==> config.mk <==
export PLATFORM = sky130hd
export DESIGN_NAME = namuru_wb_arbiter
export DESIGN_NICKNAME = d
export VERILOG_FILES = /design/src/rtl/namuru_wb_pkg.sv /design/src/rtl/namuru_wb_rr_pick.sv /design/src/rtl/namuru_wb_arbiter.sv
export SDC_FILE = /design/constraint.sdc
export NUM_CORES = 1
export LEC_CHECK = 0
export ABC_AREA = 1
export CELL_PAD_IN_SITES_DETAIL_PLACEMENT = 2
export CELL_PAD_IN_SITES_GLOBAL_PLACEMENT = 2
export CORE_MARGIN = 3
export CORE_UTILIZATION = 10
export DETAILED_ROUTE_END_ITERATION = 8
export HOLD_SLACK_MARGIN = 0.08
export PLACE_DENSITY_LB_ADDON = 0.08
export SYNTH_ARGS = -nofsm -noshare
export SYNTH_HDL_FRONTEND = slang
export SYNTH_SLANG_ARGS = --single-unit
==> constraint.sdc <==
create_clock -name sys_clk -period 1.75 [get_ports sys_clk]
set_input_delay 0.35 -clock sys_clk [delete_from_list [all_inputs] [get_ports sys_clk]]
set_output_delay 0.35 -clock sys_clk [all_outputs]
set_load 0.02 [all_outputs]
==> src/rtl/namuru_wb_pkg.sv <==
// Shared types and constants for the Namuru Wishbone arbiter.
package namuru_wb_pkg;

  localparam int unsigned ADR_W       = 32;
  localparam int unsigned DAT_W       = 32;
  localparam int unsigned SEL_W       = 4;
  localparam int unsigned CNT_W       = 8;
  localparam int unsigned TIMEOUT_DEF = 16;

  typedef enum logic [1:0] {
    ST_IDLE  = 2'd0,
    ST_BUSY  = 2'd1,
    ST_DRAIN = 2'd2
  } state_t;

  // Request payload forwarded from the granted master to the slave.
  typedef struct packed {
    logic [ADR_W-1:0] adr;
    logic [DAT_W-1:0] dat;
    logic [SEL_W-1:0] sel;
    logic             we;
  } wb_req_t;

endpackage

==> src/rtl/namuru_wb_rr_pick.sv <==
// Round-robin winner selection between two requesters.
module namuru_wb_rr_pick (
  input  logic [1:0] req,
  input  logic       last,
  output logic       valid,
  output logic       winner
);

  // A lone requester wins; on contention the one not served last wins.
  always_comb begin
    valid  = |req;
    winner = 1'b0;
    if (req == 2'b11) begin
      winner = ~last;
    end else if (req[1]) begin
      winner = 1'b1;
    end
  end

endmodule

==> src/rtl/namuru_wb_arbiter.sv <==
// Two-master Wishbone arbiter with per-transaction grant, idle gap and ack watchdog.
module namuru_wb_arbiter
  import namuru_wb_pkg::*;
#(
  parameter int unsigned TIMEOUT = TIMEOUT_DEF
) (
  input  logic             sys_clk,
  input  logic             sys_rst_n,
  input  logic [ADR_W-1:0] m0_adr_i,
  input  logic [DAT_W-1:0] m0_dat_i,
  input  logic [SEL_W-1:0] m0_sel_i,
  input  logic             m0_we_i,
  input  logic             m0_cyc_i,
  input  logic             m0_stb_i,
  output logic [DAT_W-1:0] m0_dat_o,
  output logic             m0_ack_o,
  output logic             m0_err_o,
  input  logic [ADR_W-1:0] m1_adr_i,
  input  logic [DAT_W-1:0] m1_dat_i,
  input  logic [SEL_W-1:0] m1_sel_i,
  input  logic             m1_we_i,
  input  logic             m1_cyc_i,
  input  logic             m1_stb_i,
  output logic [DAT_W-1:0] m1_dat_o,
  output logic             m1_ack_o,
  output logic             m1_err_o,
  output logic [ADR_W-1:0] s_adr_o,
  output logic [DAT_W-1:0] s_dat_o,
  output logic [SEL_W-1:0] s_sel_o,
  output logic             s_we_o,
  output logic             s_cyc_o,
  output logic             s_stb_o,
  input  logic [DAT_W-1:0] s_dat_i,
  input  logic             s_ack_i
);

  localparam logic [CNT_W-1:0] CNT_LAST = CNT_W'(TIMEOUT - 1);

  state_t           state_q, state_d;
  logic             gnt_q, gnt_d;
  logic             last_q, last_d;
  logic [CNT_W-1:0] cnt_q, cnt_d;

  logic [1:0] req;
  logic       pick_valid;
  logic       pick_winner;
  logic       req_gnt;
  logic [1:0] m_ack;
  logic [1:0] m_err;
  wb_req_t    req0_s, req1_s, req_sel;

  assign req     = {m1_cyc_i & m1_stb_i, m0_cyc_i & m0_stb_i};
  assign req_gnt = req[gnt_q];

  assign req0_s  = {m0_adr_i, m0_dat_i, m0_sel_i, m0_we_i};
  assign req1_s  = {m1_adr_i, m1_dat_i, m1_sel_i, m1_we_i};
  assign req_sel = gnt_q ? req1_s : req0_s;

  assign s_adr_o = req_sel.adr;
  assign s_dat_o = req_sel.dat;
  assign s_sel_o = req_sel.sel;
  assign s_we_o  = req_sel.we;

  // Read data is broadcast; each master qualifies it with its own ack.
  assign m0_dat_o = s_dat_i;
  assign m1_dat_o = s_dat_i;
  assign m0_ack_o = m_ack[0];
  assign m1_ack_o = m_ack[1];
  assign m0_err_o = m_err[0];
  assign m1_err_o = m_err[1];

  namuru_wb_rr_pick u_pick (
    .req    (req),
    .last   (last_q),
    .valid  (pick_valid),
    .winner (pick_winner)
  );

  // State, grant, round-robin history and watchdog counter registers.
  always_ff @(posedge sys_clk or negedge sys_rst_n) begin
    if (!sys_rst_n) begin
      state_q <= ST_IDLE;
      gnt_q   <= 1'b0;
      last_q  <= 1'b1;
      cnt_q   <= '0;
    end else begin
      state_q <= state_d;
      gnt_q   <= gnt_d;
      last_q  <= last_d;
      cnt_q   <= cnt_d;
    end
  end

  // Next-state: grant in IDLE, complete/timeout/abort in BUSY, swallow stale ack in DRAIN.
  always_comb begin
    state_d = state_q;
    gnt_d   = gnt_q;
    last_d  = last_q;
    cnt_d   = cnt_q;
    case (state_q)
      ST_IDLE: begin
        if (pick_valid) begin
          gnt_d   = pick_winner;
          last_d  = pick_winner;
          cnt_d   = '0;
          state_d = ST_BUSY;
        end
      end
      ST_BUSY: begin
        if (s_ack_i) begin
          state_d = ST_IDLE;
        end else if (cnt_q == CNT_LAST || !req_gnt) begin
          state_d = ST_DRAIN;
          cnt_d   = '0;
        end else begin
          cnt_d = cnt_q + CNT_W'(1);
        end
      end
      ST_DRAIN: begin
        if (s_ack_i || cnt_q == CNT_LAST) begin
          state_d = ST_IDLE;
        end else begin
          cnt_d = cnt_q + CNT_W'(1);
        end
      end
      default: state_d = ST_IDLE;
    endcase
  end

  // Outputs: slave request while BUSY; ack or watchdog error to the granted master only.
  always_comb begin
    s_cyc_o = 1'b0;
    s_stb_o = 1'b0;
    m_ack   = 2'b00;
    m_err   = 2'b00;
    if (state_q == ST_BUSY) begin
      s_cyc_o = 1'b1;
      s_stb_o = 1'b1;
      if (s_ack_i) begin
        m_ack[gnt_q] = 1'b1;
      end else if (cnt_q == CNT_LAST) begin
        m_err[gnt_q] = 1'b1;
      end
    end
  end

endmodule
==> metrics <==
status=finished, violations left; failing checks=setup timing; Mapped Cells=418; die area=0.0242 mm2; antenna violations before repair=1; Reg power frac=6.1%; Placed Area=0.00453 mm2; static leakage=0.00242 uW; crit path launch type=flip-flop; HP Class=primary input to async pin; CTS tree=yes; H-tree Lvls=1; Syn Area/Cell=5.36 um2; power density over the cells=between 1000 and 1500 mW/mm2; Slew HR=between 80 and 90%; reg2reg start=cnt_q[0]; Logic pwr share=86.7%; sequential area share after synthesis=13.5%; IO Port Bufs=approximately 220; clock tree buffer depth=2; Int Power=3330 uW; largest net degree at the start of global routing=21; Yosys cell types=25; die height=156 um; post-synthesis register bit count=12; fin crit period=1.77 ns; Slew Limit Fails=0; core area=around 0.022 mm2; yosys warns=0; Final Hold Fails=0; Worst Tran Pin Value=0.223 ns; worst path arrival time=about 1.4 ns; Layout area overhead=120%; Placed Cells=867; grt ovf=0; Max-Cap Viols=0; top cells by area, synth=nand2_1 42%, buf_4 22%, dfrtp_1 12%; clk sinks=12; post-route ant nets=0; worst endpoint required time=between 1 and 1.5 ns; Post-layout nets=789; Starting Density=10.2%; Synth top area share=41.6%; Vias=around 3200; placer congestion estimate=~0.73; vias in the first global route=3581; Hold-fix buffers, CTS=0; layout cell share with drive strength beyond 1=32.1%; Layout Cells excl Fill=~890; fin area=0.00492 mm2; first-pass GRT wire length=20.8 mm; n_diodes=0; clk_skew=0.00249 ns; post-DR vias/cell=around 3.6; clock network power share=7.2%; RSZ-0062 raised after global routing=true; Remaining DRCs=0; Fmax achieved=566 MHz; drt pass-1 iters=3; CTS Buf Count=3; die extent in x=between 150 and 200 um; Setup Viol. Count Final=1; fin crit share=101%; peak supply drop=~0.35 mV; syn nets=roughly 600; Setup WS post-layout=-0.0173 ns; drt initial violations=60; netlist area before placement=between 0.002 and 0.0025 mm2; clock latency on the worst-skew pair=0.24 ns; CP Capture Type=primary output; sw frac=51.0%; switching pwr=3470 uW; drt wl/cell=16.2 um; CP Class=flip-flop to primary output; I/O pin cnt=approximately 320; post-synth top area cell=nand2_1; final HPWL from detailed placement=approximately 12 mm; crit path max fanout=2; Routed WL=14.4 mm; Rows=between 50 and 60; Clock transition at path regs=0.05 ns; CP startpoint=state_q[1]; CTS Root Cell=clkbuf_16; Place WS=-0.503 ns; Tot GR Track Use=11.0%
cell usage after synthesis (all sizes together):
cell	number
inv	20
o21ai	9
dfstp	1
a21oi	3
nand2	253
buf	66
xor2	1
nor2	16
o21bai	1
nand3b	1
clkbuf	14
nand4	1
nor3	2
ha	4
dfrtp	11
nand3	15
registers in the layout, indices dropped and copies added (netlist names):
name,cells
cnt_q,8
gnt_q,1
last_q,1
state_q,2
metrics by stage:
stage                     TNS (ns)  hold WS, ns  util [%]  power (uW)
after detailed placement    -13.03        0.501      20.7        5750
after global placement      -11.96        0.498      20.7        5700
after global routing         -1.24        0.448      22.5        7410
after CTS                   -0.911        0.432      20.7        6190
after floorplan                  0       0.0544         -        3130
final                      -0.0173        0.423      22.5        6800
placed cells by master (no fill, tap or decap), types with 2 or more instances in the layout:
cell type and n:
buf_2 21, nor3_4 2, inv_1 12, nand3_1 14
buf_12 10, inv_2 6, nand2_4 7, buf_4 57
nand2_2 35, ha_2 3, nor2_1 8, nor2_2 5
dfrtp_1 10, nor2_4 3, clkbuf_16 6, nand2_1 211
o21ai_1 5, buf_6 28, a21oi_4 2, clkdlybuf4s50_1 144
o21ai_0 3
per-layer routing:
metal | GRT usage [%] | routed length (um) | vias up | part of all wire, %
met3 | 4.49 | 1240 | 14 | 8.6
met2 | 21.1 | 7940 | 111 | 55
met1 | 11.5 | 5010 | 1496 | 35
li1 | - | - | 1571 | -
met5 | 0 | 13 | - | 0.091
met4 | 1.33 | 150 | 2 | 1.0
power by group through the flow:
stage	registers (uW)	clock network, uW	logic, uW
2_1_floorplan	369	0	2760
3_3_place_gp	402	0	5300
3_5_place_dp	407	0	5340
4_1_cts	408	506	5270
5_1_grt	426	519	6470
6_report	416	488	5890
final timing paths:
check | slack, ns | cells after the start | end
max | -0.02 | 7 | m1_err_o
min reg2reg | 0.50 | 2 | last_q
min in group sys_clk | 0.50 | 2 | last_q
max in group asynchronous | 1.09 | 2 | last_q
min | 0.42 | 2 | state_q[0]
max reg2reg | 0.12 | 11 | state_q[0]
area by class of cell:
cell class / instances / area [um2]
sequential: 12 / 303
inverter: 20 / 85.1
multi-input combinational: 306 / 1490
clock buffer: 4 / 88.8
timing repair buffer: 265 / 2600
fill: 2659 / 17000
tap: 280 / 350
logic make-up after synthesis:
| group | count (synthesis) | synth area share, % |
|---|---|---|
| AND/OR/NAND/NOR | 288 | 51.8 |
| buffers and inverters | 100 | 28.0 |
| AO/OA/AOI/OAI | 13 | 4.02 |
| flip-flops | 12 | 13.5 |
| adder cells (fa/ha/maj) | 4 | 2.23 |
| XOR/XNOR | 1 | 0.391 |
critical path: stages (launching register included):
cell	delay (ns)
dfrtp_1	0.39
inv_2	0.08
ha_4	0.14
inv_2	0.04
nor2_4	0.10
inv_2	0.07
nor3_4	0.20
buf_6	0.14
repair_timing:
action | CTS | global route
endpoints found under the setup margin | 73 | 69
setup buffers | 5 | 8
gates resized for setup | 307 | 113
pin swaps | 2 | 17
gates cloned | 2 | 3
No activity file was read; power rests on OpenSTA's default activity.
